<file path="src/rtl/eq_pkg.sv">
// Shared definitions for the equalizer gain sequencer: default sizing,
// unity gain constant, gain type and the sequencer state encoding.
package eq_pkg;

    localparam int NUMBER_OF_FILTERS = 8;
    localparam int GAIN_BITS         = 8;
    localparam int GAIN_FRAC_BITS    = 2;
    localparam int BAND_ADDR_BITS    = 3;
    localparam int RAMP_STEP         = 1;

    typedef logic signed [GAIN_BITS-1:0] gain_t;

    localparam gain_t UNITY_GAIN = gain_t'(1 << GAIN_FRAC_BITS);

    typedef enum logic [1:0] {
        IDLE,
        RAMP,
        DONE
    } state_t;

endpackage

</file>
<file path="src/rtl/eq_gain_ramp_lane.sv">
// One band of live gain: steps toward its target on each enabled cycle without
// overshoot. Gradual stepping only with EQ_GAIN_RAMP_EN, otherwise a direct copy.
module eq_gain_ramp_lane #(
    parameter int GAIN_BITS      = eq_pkg::GAIN_BITS,
    parameter int GAIN_FRAC_BITS = eq_pkg::GAIN_FRAC_BITS,
    parameter int RAMP_STEP      = eq_pkg::RAMP_STEP
) (
    input  logic                        clk,
    input  logic                        rst,
    input  logic                        step_en,
    input  logic signed [GAIN_BITS-1:0] target,
    output logic signed [GAIN_BITS-1:0] live,
    output logic                        at_target
);

`ifdef EQ_GAIN_RAMP_EN
    localparam bit GRADUAL = 1'b1;
`else
    localparam bit GRADUAL = 1'b0;
`endif

    localparam logic signed [GAIN_BITS:0]   STEP  = (GAIN_BITS+1)'(RAMP_STEP);
    localparam logic signed [GAIN_BITS-1:0] UNITY = GAIN_BITS'(1 << GAIN_FRAC_BITS);

    logic signed [GAIN_BITS:0]   diff;
    logic signed [GAIN_BITS-1:0] live_nx;

    // One extra bit keeps the difference exact across the full signed range.
    always_comb begin
        diff    = {target[GAIN_BITS-1], target} - {live[GAIN_BITS-1], live};
        live_nx = target;
        if (GRADUAL) begin
            if (diff > STEP) begin
                live_nx = live + STEP[GAIN_BITS-1:0];
            end else if (diff < -STEP) begin
                live_nx = live - STEP[GAIN_BITS-1:0];
            end
        end
    end

    assign at_target = (live == target);

    always_ff @(posedge clk or negedge rst) begin
        if (!rst) begin
            live <= UNITY;
        end else if (step_en) begin
            live <= live_nx;
        end
    end

endmodule

</file>
<file path="src/rtl/eq_gain_sequencer.sv">
// Gain sequencer: shadow bank written over valid/ready, commit ramps the live
// amplifier gains toward it on sample strobes (gradual only with EQ_GAIN_RAMP_EN).
module eq_gain_sequencer #(
    parameter int NUMBER_OF_FILTERS = eq_pkg::NUMBER_OF_FILTERS,
    parameter int GAIN_BITS         = eq_pkg::GAIN_BITS,
    parameter int GAIN_FRAC_BITS    = eq_pkg::GAIN_FRAC_BITS,
    parameter int BAND_ADDR_BITS    = eq_pkg::BAND_ADDR_BITS,
    parameter int RAMP_STEP         = eq_pkg::RAMP_STEP
) (
    input  logic                                   clk,
    input  logic                                   rst,
    input  logic                                   clk_enable,
    input  logic                                   cfg_valid,
    output logic                                   cfg_ready,
    input  logic [BAND_ADDR_BITS-1:0]              cfg_band,
    input  logic [GAIN_BITS-1:0]                   cfg_gain,
    input  logic                                   cfg_commit,
    output logic                                   busy,
    output logic                                   ramp_done,
    output logic                                   cfg_err,
    output logic                                   amplifier_enable,
    output logic [NUMBER_OF_FILTERS*GAIN_BITS-1:0] amplifier_gains
);

    import eq_pkg::*;

    localparam logic signed [GAIN_BITS-1:0] UNITY = GAIN_BITS'(1 << GAIN_FRAC_BITS);

    state_t                      state;
    state_t                      state_nx;
    logic                        write_en;
    logic                        step_en;
    logic                        band_ok;
    logic                        all_at_target;
    logic [NUMBER_OF_FILTERS-1:0] at_target;
    logic signed [GAIN_BITS-1:0] shadow [NUMBER_OF_FILTERS];

    assign band_ok       = int'(cfg_band) < NUMBER_OF_FILTERS;
    assign all_at_target = &at_target;

    always_ff @(posedge clk or negedge rst) begin
        if (!rst) begin
            state <= IDLE;
        end else begin
            state <= state_nx;
        end
    end

    always_comb begin
        state_nx  = state;
        cfg_ready = 1'b0;
        busy      = 1'b0;
        ramp_done = 1'b0;
        write_en  = 1'b0;
        step_en   = 1'b0;
        case (state)
            IDLE: begin
                cfg_ready = 1'b1;
                write_en  = cfg_valid;
                if (cfg_commit) begin
                    state_nx = RAMP;
                end
            end
            RAMP: begin
                busy = 1'b1;
                if (all_at_target) begin
                    state_nx = DONE;
                end else begin
                    step_en = clk_enable;
                end
            end
            DONE: begin
                busy      = 1'b1;
                ramp_done = 1'b1;
                state_nx  = IDLE;
            end
            default: state_nx = IDLE;
        endcase
    end

    always_ff @(posedge clk or negedge rst) begin
        if (!rst) begin
            for (int unsigned i = 0; i < NUMBER_OF_FILTERS; i++) begin
                shadow[i] <= UNITY;
            end
            cfg_err          <= 1'b0;
            amplifier_enable <= 1'b0;
        end else begin
            if (write_en) begin
                for (int unsigned i = 0; i < NUMBER_OF_FILTERS; i++) begin
                    if (cfg_band == BAND_ADDR_BITS'(i)) begin
                        shadow[i] <= cfg_gain;
                    end
                end
                if (!band_ok) begin
                    cfg_err <= 1'b1;
                end
            end
            if (state == DONE) begin
                amplifier_enable <= 1'b1;
            end
        end
    end

    for (genvar i = 0; i < NUMBER_OF_FILTERS; i++) begin : g_lane
        eq_gain_ramp_lane #(
            .GAIN_BITS      (GAIN_BITS),
            .GAIN_FRAC_BITS (GAIN_FRAC_BITS),
            .RAMP_STEP      (RAMP_STEP)
        ) u_lane (
            .clk       (clk),
            .rst       (rst),
            .step_en   (step_en),
            .target    (shadow[i]),
            .live      (amplifier_gains[i*GAIN_BITS +: GAIN_BITS]),
            .at_target (at_target[i])
        );
    end

endmodule

</file>
<file path="config.mk">
export PLATFORM = sky130hd
export DESIGN_NAME = eq_gain_sequencer
export DESIGN_NICKNAME = d
export VERILOG_FILES = /design/src/rtl/eq_pkg.sv /design/src/rtl/eq_gain_ramp_lane.sv /design/src/rtl/eq_gain_sequencer.sv
export SDC_FILE = /design/constraint.sdc
export NUM_CORES = 1
export LEC_CHECK = 0
export ABC_CLOCK_PERIOD_IN_PS = 1900
export BUFFER_PORTS_ARGS = -buffer_cell sky130_fd_sc_hd__buf_2
export CORE_ASPECT_RATIO = 1.25
export CORE_UTILIZATION = 47
export DETAILED_ROUTE_END_ITERATION = 6
export HOLD_SLACK_MARGIN = 0.08
export PLACE_DENSITY = 0.77
export SETUP_SLACK_MARGIN = 0.05
export SYNTH_ARGS = -nofsm -noshare
export SYNTH_HDL_FRONTEND = slang
export SYNTH_SLANG_ARGS = --single-unit
</file>
<file path="constraint.sdc">
create_clock -name clk -period 1.9 [get_ports clk]
set_input_delay 0 -clock clk [delete_from_list [all_inputs] [get_ports clk]]
set_output_delay 0 -clock clk [all_outputs]
set_load 0.05 [all_outputs]
</file>
==> results_dict.tcl, run 1 <==
set metrics [dict create \
    gr-total-overflow 0 \
    cts.clk_slew.worst_paths_ns 0.06 \
    core_mm2 0.0123 \
    area_growth_pct 43.4 \
    postSynthCellCount 381 \
    reg2regPathDepth 8 \
    mostFrequentLayoutCells "144 x buf_4, 115 x dfrtp_1, 82 x buf_2" \
    dr.pass1.iters 4 \
    syn-num-nets 400 \
    io_pins 85 \
    ir_drop_mv 1.20 \
    skew_ns 0.00778 \
    final.setup.worst_slack_ns -0.486 \
    reg2reg_slack_ns -0.49 \
    drtIter0Drc 194 \
    critical_path.most_common_cell "nand4_1" \
    clkSinkCount 131 \
    synth.area.top_cells "dfrtp_1 48%, mux2_4 15%, mux2_2 12%" \
    path_max_fanout 8 \
    rsz0062_at_grt "true" \
    cpPeakStageDelay_ns 0.41 \
    synthDistinctLibCells 27 \
    reg2reg_to "g_lane[1].u_lane.live[1]" \
    min_period_ns 2.39 \
    slowest_stage "dfrtp_1" \
    fmax_mhz 419 \
    initial_core_util_pct 48.7 \
    endpoint_kind "flip-flop" \
    routedWlPerCell_um 20.9 \
    hpwlAfterDp_um 10400 \
    synthFlopType "dfrtp_1" \
    yosys_warnings 0 \
    ys_async_sr_fraction_pct 100 \
    met1_usage_pct 33.9 \
    grt_pass1_vias 4448 \
    grt_pass1_wl_um 25100 \
    drc 0 \
    period_share_pct 126 \
    vias 4192 \
    cts_root_buf "clkbuf_16" \
    tritoncts "done" \
    max_cap_viol_count 0 \
    io_buffers 83 \
    final_cell_count_no_fill 815 \
    r2r-start "g_lane[0].u_lane.live[6]" \
    gp_congestion 0.746 \
    violations "setup timing" \
    synth-seq-cells 131 \
    crit_path_start_kind "flip-flop" \
    drive_gt1_share_pct 65.1 \
    required_ns 2.19 \
    post-place-ws_ns -0.342 \
    clk_latency_ns 0.42 \
    netlist.area_leader.share_pct 48.1 \
    synth_edf_count 0 \
    final_common_cell "buf_4" \
    nets 657 \
    p_leak_uw 0.00402 \
    status "finished, violations left" \
    tightest_slew_ns 0.634 \
    htreeDepth 4 \
    chipWidth_um 103 \
    path_class "flip-flop to flip-flop" \
    fp.dieH_um 128 \
    grt_use_met2_pct 44.1 \
    path_cells "xnor2_1 -> nand4_1 -> nor4_2 -> buf_4 -> nand4_1 -> and3_4 -> buf_12 -> mux2_4" \
    yosys.area.top_type "dfrtp_1" \
    ys_seq_area_share_pct 55.2 \
    netlist_area_mm2 0.00598 \
    setup-violations-final 66 \
    cts_buffers 17 \
    power.density_mw_per_mm2 2260 \
    crit_arrival_ns 2.68 \
    relSlewSlack_pct 57.7 \
    postSynthAreaPerCell_um2 15.7 \
    grt_max_degree 46 \
    busiest_layer "met2" \
    grt_util_met3_pct 5.18 \
    place_inst 766 \
    ant_nets 0 \
    grt.total_usage_pct 26.3 \
    antenna_found_initial 0 \
    cts_max_path_buffers 2 \
    viasPerCell 5.14 \
    wl_um 17000 \
    die-area_mm2 0.0132 \
    row_count 45 \
    n_antenna_cell 0 \
    hold_violations 0 \
    slew_violations 0 \
    hp-class "input port to asynchronous set/reset pin" \
]
[worst max-delay path by stage]
stage	startpoint	to	slack [ns]
after floorplan	g_lane[5].u_lane.live[2]	g_lane[0].u_lane.live[0]	-0.36
after global placement	shadow[18]	g_lane[5].u_lane.live[0]	-0.36
after detailed placement	g_lane[5].u_lane.live[2]	g_lane[7].u_lane.live[3]	-0.34
after CTS	g_lane[5].u_lane.live[2]	g_lane[1].u_lane.live[1]	-0.35
after global routing	shadow[62]	g_lane[3].u_lane.live[3]	-0.54
final	g_lane[0].u_lane.live[6]	g_lane[1].u_lane.live[1]	-0.49
[power by group]
group	internal (uW)	switching [uW]	leakage, uW
logic	5060	5330	0.00214
clock network	2320	1210	0.000316
registers	4320	1120	0.00156
total	11700	7660	0.00402
[layer usage]
layer,part of all wire (%),vias to the layer above
met2,52,136
met5,0,-
met3,4.2,32
li1,-,1870
met4,2.6,0
met1,41,2154
[cell type report]
class,instances,area [um2]
tap,164,205
fill,809,3700
sequential,131,3300
clock inverter,10,153
multi-input combinational,239,2600
inverter,2,7.51
clock buffer,22,484
timing repair buffer,247,1830
[Yosys cell counts, types with 2 or more instances]
cell type and instances:
mux2_1 4, buf_12 7, clkbuf_1 2, nand2b_1 2, xnor2_1 64, mux2_4 60
ha_1 3, nor4_1 4, or3_1 2, mux2_2 64, dfrtp_1 115, inv_1 2
nand4_1 17, dfstp_2 16, nor2_1 7
[metrics by stage]
step           TNS (ns)  util [%]  total power (uW)  hold slack, ns  instance area [um2]
2_1_floorplan    -21.98         -             11500          -0.296                 5990
3_3_place_gp     -21.98      62.3             14800          0.0403                 7640
3_5_place_dp     -19.57      62.3             15100          0.0489                 7640
4_1_cts          -20.60      68.9             19000           0.152                 8460
5_1_grt          -33.58      69.8             20100           0.211                 8570
6_report         -29.60      69.8             19400           0.154                 8570
[registers in the layout (all words and copies together), names as in the netlist]
signal / flops
shadow: 64
g_lane.u_lane.live: 64
state: 2
amplifier_enable: 1
[repair_timing]
item	CTS	global route
hold endpoints to repair	138	0
gates resized for setup	11	6
hold buffers	10	0
pin swaps	1	5
setup buffers	1	3
cloned	1	4
endpoints found under the setup margin	66	78
[critical path: cells and delay by family, from the launching register on]
kind / cells / cell delay [ns]
flops: 1 / 0.41
mux: 1 / 0.31
xor+xnor: 1 / 0.24
simple gates: 4 / 0.97
buf+inv: 2 / 0.32
[cells by family after synthesis]
logic type / synth area share [%]
adders and majority gates: 0.628
buffers and inverters: 2.72
DFF: 55.2
xor gates and xnor gates: 9.38
AOI/OAI and AO/OA: 0.439
and+or+nand+nor: 3.73
other: 0.0627
muxes: 27.9
Note: power is estimated with default switching activity, not from simulation.
==> inputs of run 2 (changes only) <==
--- a/config.mk
+++ b/config.mk
@@ -12,6 +12,7 @@
 export DETAILED_ROUTE_END_ITERATION = 6
 export HOLD_SLACK_MARGIN = 0.08
 export PLACE_DENSITY = 0.77
+export RECOVER_POWER = 25
 export SETUP_SLACK_MARGIN = 0.05
 export SYNTH_ARGS = -nofsm -noshare
 export SYNTH_HDL_FRONTEND = slang
==> run 2 against run 1 <==
Compared with the run above: the run still ends with setup timing left; first-iteration DRC count decreased by 9.3%; global-route usage unchanged; cell count stayed put; via count shrank 0.31%; routed wire length up 0.12%; fmax rose by 0.73%; count of clock-buffer cells in the layout is the same; combinational power barely moved; critical path type unchanged; total power is essentially flat; die area is the same; setup slack better by 0.017 ns; critical endpoint unchanged.
==> results_dict.tcl, run 2 (same netlist as run 1, synthesis figures left out) <==
set metrics [dict create \
    vias 4179 \
    grt_pass1_vias 4448 \
    clk_latency_ns 0.42 \
    cts_root_buf "clkbuf_16" \
    setup-violations-final 66 \
    r2r-start "shadow[12]" \
    cts_buffers 17 \
    io_pins 85 \
    max_cap_viol_count 0 \
    skew_ns 0.00955 \
    chipWidth_um 103 \
    drc 0 \
    gr-total-overflow 0 \
    area_growth_pct 43.1 \
    path_delay_family "simple AND/OR/NAND/NOR gates" \
    reg2reg_slack_ns -0.47 \
    row_count 45 \
    drtIter0Drc 176 \
    crit_path_start_kind "flip-flop" \
    initial_core_util_pct 48.7 \
    endpoint "g_lane[1].u_lane.live[1]" \
    period_share_pct 125 \
    drive_gt1_share_pct 65.1 \
    htreeDepth 4 \
    reg2regPathDepth 8 \
    hp-class "input port to flip-flop" \
    reg2reg_to "g_lane[1].u_lane.live[1]" \
    relSlewSlack_pct 22.0 \
    rsz0062_at_grt "true" \
    viasPerCell 5.13 \
    mostFrequentLayoutCells "143 x buf_4, 115 x dfrtp_1, 82 x buf_2" \
    routedWlPerCell_um 20.9 \
    holdWs_ns 0.241 \
    io_buffers 83 \
    post-route-util_pct 69.7 \
    nets 657 \
    gp_congestion 0.746 \
    fp.dieH_um 128 \
    ir_drop_mv 1.20 \
    grt_max_degree 46 \
    power.density_mw_per_mm2 2260 \
    path_class "flip-flop to flip-flop" \
    dr.pass1.iters 4 \
    grt_pass1_wl_um 25100 \
    cts_max_path_buffers 2 \
    top_regs "g_lane.u_lane.live x64, shadow x64, state x2" \
    required_ns 2.20 \
    crit_start "shadow[12]" \
    endpoint_kind "flip-flop" \
    tritoncts "done" \
    grt.total_usage_pct 26.3 \
    critical_path.most_common_cell "nand4_1" \
    slew_violations 0 \
    slowest_stage "dfrtp_1" \
    status "finished, violations left" \
    path_max_fanout 8 \
    core_mm2 0.0123 \
    final_common_cell "buf_4" \
    cts.clk_slew.worst_paths_ns 0.06 \
    cpPeakStageDelay_ns 0.39 \
    crit_buf_inv 2 \
    tightest_slew_ns 1.17 \
    hold_violations 0 \
    fmax_mhz 422 \
    min_period_ns 2.37 \
    final.setup.worst_slack_ns -0.468 \
    wl_um 17100 \
    crit_cells 8 \
    die-area_mm2 0.0132 \
    n_antenna_cell 0 \
    path_cells "xnor2_1 -> nand4_1 -> nor4_2 -> buf_4 -> nand4_1 -> and3_4 -> buf_12 -> mux2_4" \
    crit_arrival_ns 2.66 \
    ant_nets 0 \
    antenna_found_initial 0 \
    violations "setup timing" \
    clkSinkCount 131 \
    p_leak_uw 0.00401 \
    hpwlAfterDp_um 10400 \
]
[run 2: worst min-delay path by stage]
stage	start	to	depth (start not counted)
finish	cfg_band[2]	shadow[58]	4
global route	cfg_band[2]	shadow[48]	4
CTS	rst	shadow[46]	2
detailed placement	rst	g_lane[3].u_lane.live[6]	1
global placement	rst	shadow[46]	1
floorplan	rst	amplifier_enable	0
[run 2: worst min-delay path, cell delays in order]
cell and delay, ns:
buf_2 0.13, or3_1 0.11, buf_4 0.21, mux2_2 0.18
[run 2: stage by stage]
step | power (uW) | setup slack [ns] | cells | setup TNS (ns) | area [um2]
2_1_floorplan | 11500 | -0.357 | 381 | -21.98 | 5990
6_report | 19400 | -0.468 | 815 | -28.34 | 8560
3_5_place_dp | 15100 | -0.342 | 766 | -19.57 | 7640
3_3_place_gp | 14800 | -0.362 | 766 | -21.98 | 7640
4_1_cts | 19000 | -0.352 | 810 | -20.60 | 8460
5_1_grt | 20100 | -0.541 | 815 | -33.91 | 8560
[run 2: metal layers]
metal | part of all wire (%) | wire length [um] | vias to the layer above | GRT usage [%]
li1 | - | - | 1870 | -
met1 | 40 | 6830 | 2136 | 33.9
met2 | 52 | 8860 | 135 | 44.1
met3 | 5.0 | 854 | 38 | 5.18
met4 | 3.1 | 524 | 0 | 8.78
met5 | 0 | 0 | - | 0
[run 2: what timing repair did]
item | 4_1_cts | 5_1_grt
setup endpoints to repair | 66 | 78
hold endpoints to repair | 138 | 0
hold buffers | 10 | 0
pin swaps | 1 | 5
resized for setup | 11 | 6
cloned | 1 | 4
setup buffers | 1 | 3
[run 2: area by class of cell]
cell class / instances / area (um2)
Tap cell: 164 / 205
Fill cell: 812 / 3720
Clock buffer: 22 / 484
Multi-Input combinational cell: 239 / 2600
Clock inverter: 10 / 153
Inverter: 2 / 7.51
Sequential cell: 131 / 3300
Timing Repair Buffer: 247 / 1810
[run 2: power by group]
part           switching [uW]  internal (uW)
Combinational            5320           5050
Sequential               1120           4320
Clock                    1220           2320
Total                    7660          11700
==> inputs of run 3 (changes only) <==
--- a/config.mk
+++ b/config.mk
@@ -16,4 +16,5 @@
 export SETUP_SLACK_MARGIN = 0.05
 export SYNTH_ARGS = -nofsm -noshare
 export SYNTH_HDL_FRONTEND = slang
+export SYNTH_HIERARCHICAL = 1
 export SYNTH_SLANG_ARGS = --single-unit
==> run 3 against run 2 <==
Compared with the run above: the flow still finishes with violations (setup timing); synthesized cell count is 2.4% higher; total power fell by 5.4%; global-route usage decreased by 1.8 points; largest power group unchanged; synthesized area grew 0.27%; largest cell class unchanged; critical endpoint is now g_lane[7].u_lane/live[0]; sequential share of layout area grew 0.90 points; cell count decreased by 0.74%; count of clock-buffer cells in the layout rose by 5; clock power down 15%; final area shrank 2.2%; sequential power barely moved; critical path depth did not move; register-to-register slack gained 0.20 ns.
==> results_dict.tcl, run 3 <==
set metrics [dict create \
    power.density_mw_per_mm2 2190 \
    ys_seq_area_share_pct 55.0 \
    vias 4011 \
    drc 0 \
    drtIter0Drc 143 \
    power_uw 18300 \
    io_pins 85 \
    n_antenna_cell 0 \
    initial_core_util_pct 48.8 \
    synth_edf_count 0 \
    crit_path_start_kind "flip-flop" \
    hp-class "input port to flip-flop" \
    tritoncts "done" \
    core_mm2 0.0123 \
    violations "setup timing" \
    post-route-util_pct 68.2 \
    postSynthCellCount 390 \
    netlist.area_leader.share_pct 48.0 \
    path_max_fanout 18 \
    ys_async_sr_fraction_pct 100 \
    min_period_ns 2.16 \
    final_cell_count_no_fill 809 \
    setup_tns_ns -15.26 \
    htreeDepth 4 \
    row_count 45 \
    relSlewSlack_pct 13.8 \
    place_inst 765 \
    clk_latency_ns 0.41 \
    grt_pass1_wl_um 23400 \
    io_buffers 83 \
    synth-seq-cells 131 \
    cts.clk_slew.worst_paths_ns 0.05 \
    yosys.area.top_type "dfrtp_1" \
    nets 651 \
    antenna_found_initial 0 \
    mostFrequentLayoutCells "134 x buf_4, 112 x dfrtp_1, 82 x buf_2" \
    wl_um 14900 \
    period_share_pct 114 \
    path_class "flip-flop to flip-flop" \
    fillers 870 \
    final.setup.worst_slack_ns -0.263 \
    tightest_slew_ns 1.29 \
    cts_root_buf "clkbuf_16" \
    gr-total-overflow 0 \
    hpwlAfterDp_um 10000 \
    grt_pass1_vias 4390 \
    synth_commonest_cells "115 x dfrtp_1, 64 x mux2_2, 64 x mux2_4, 64 x xnor2_1, 18 x nand4_1" \
    chipWidth_um 103 \
    synth.area.top_cells "dfrtp_1 48%, mux2_4 16%, mux2_2 12%" \
    ant_nets 0 \
    grt.total_usage_pct 24.5 \
    required_ns 2.19 \
    synth.most_common_cell "dfrtp_1" \
    hold_violations 0 \
    rsz0062_at_grt "true" \
    cts_buffers 17 \
    endpoint_kind "flip-flop" \
    max_cap_viol_count 0 \
    drive_gt1_share_pct 64.7 \
    clkSinkCount 131 \
    slew_violations 0 \
    top_regs "g_lane.u_lane/live x64, shadow x64, state x2" \
    setup-violations-final 64 \
    netlist_area_mm2 0.00599 \
    ir_drop_mv 1.09 \
    postSynthAreaPerCell_um2 15.4 \
    synthDistinctLibCells 25 \
    status "finished, violations left" \
    crit_arrival_ns 2.46 \
    dr.pass1.iters 6 \
    cts_max_path_buffers 2 \
    skew_ns 0.00470 \
    final_common_cell "buf_4" \
    die-area_mm2 0.0132 \
    gp_congestion 0.801 \
    fp.dieH_um 128 \
    viasPerCell 4.96 \
    post-place-ws_ns -0.285 \
    fmax_mhz 462 \
    yosys_warnings 6 \
    p_leak_uw 0.00391 \
    routedWlPerCell_um 18.4 \
    synthFlopType "dfrtp_1" \
    area_growth_pct 39.7 \
    syn-num-nets 409 \
    grt_max_degree 52 \
]
==> run 3: worst paths after layout <==
check / from / endpoint / slack (ns) / depth (start not counted)
min in group asynchronous: rst / g_lane[7].u_lane/live[1] / 0.42 / 2
max in group asynchronous: rst / g_lane[4].u_lane/live[2] / 0.27 / 3
hold reg to reg: amplifier_enable / amplifier_enable / 0.50 / 1
setup reg to reg: shadow[58] / g_lane[7].u_lane/live[0] / -0.26 / 8
setup / recovery: shadow[58] / g_lane[7].u_lane/live[0] / -0.26 / 8
hold / removal: cfg_gain[1] / shadow[25] / 0.10 / 2
==> run 3: logic make-up after synthesis <==
group | count (synthesis) | share of synthesized area (%)
buffers and inverters | 15 | 2.25
other | 1 | 0.0626
and+or+nand+nor | 44 | 4.11
xor gates and xnor gates | 64 | 9.35
muxes | 128 | 28.1
DFF | 131 | 55.0
adders and majority gates | 3 | 0.626
AOI/OAI and AO/OA | 4 | 0.522
==> run 3: power by group <==
group	total (uW)	switching, uW	internal, uW	leakage, uW
Clock	3020	1120	1900	0.000265
Sequential	5420	1090	4330	0.00156
Combinational	9880	4980	4900	0.00208
Total	18300	7190	11100	0.00391
==> run 3: final cells by class <==
type / count / area (um2) / area share (%)
Clock buffer: 27 / 493 / 5.89
Clock inverter: 5 / 52.6 / 0.628
Inverter: 4 / 15.0 / 0.179
Multi-Input combinational cell: 244 / 2620 / 31.3
Sequential cell: 131 / 3300 / 39.4
Tap cell: 164 / 205 / 2.45
Timing Repair Buffer: 234 / 1680 / 20.1
==> run 3: what timing repair did <==
item / in CTS / in global routing
gates resized for setup: 5 / 3
endpoints found under the setup margin: 72 / 85
gates cloned: 0 / 1
pin swaps: 5 / 2
hold endpoints to repair: 79 / 0
hold buffers: 7 / 0
setup buffers: 3 / 3
==> run 3: per-stage QoR <==
stage               area (um2)  hold slack (ns)
floorplan                 6020           -0.296
global placement          7680           0.0695
detailed placement        7680           0.0807
CTS                       8340           0.0865
global route              8370           0.0945
finish                    8370            0.101
==> run 3: per-layer routing <==
metal	share of wire, %	up-vias	track usage [%]	wire [um]
met3	4.0	27	6.16	587
met4	2.2	0	8.95	332
li1	-	1851	-	-
met5	0	-	0	0
met2	53	91	42.2	7830
met1	41	2042	29.4	6110
==> run 3: worst max-delay path, cell delays in order, from the launching register on <==
cell	delay [ns]
dfstp_2	0.56
xnor2_2	0.11
nand4_1	0.14
nor2_2	0.19
nand4_1	0.17
o21ai_2	0.25
nor2_4	0.12
buf_12	0.19
mux2_4	0.31
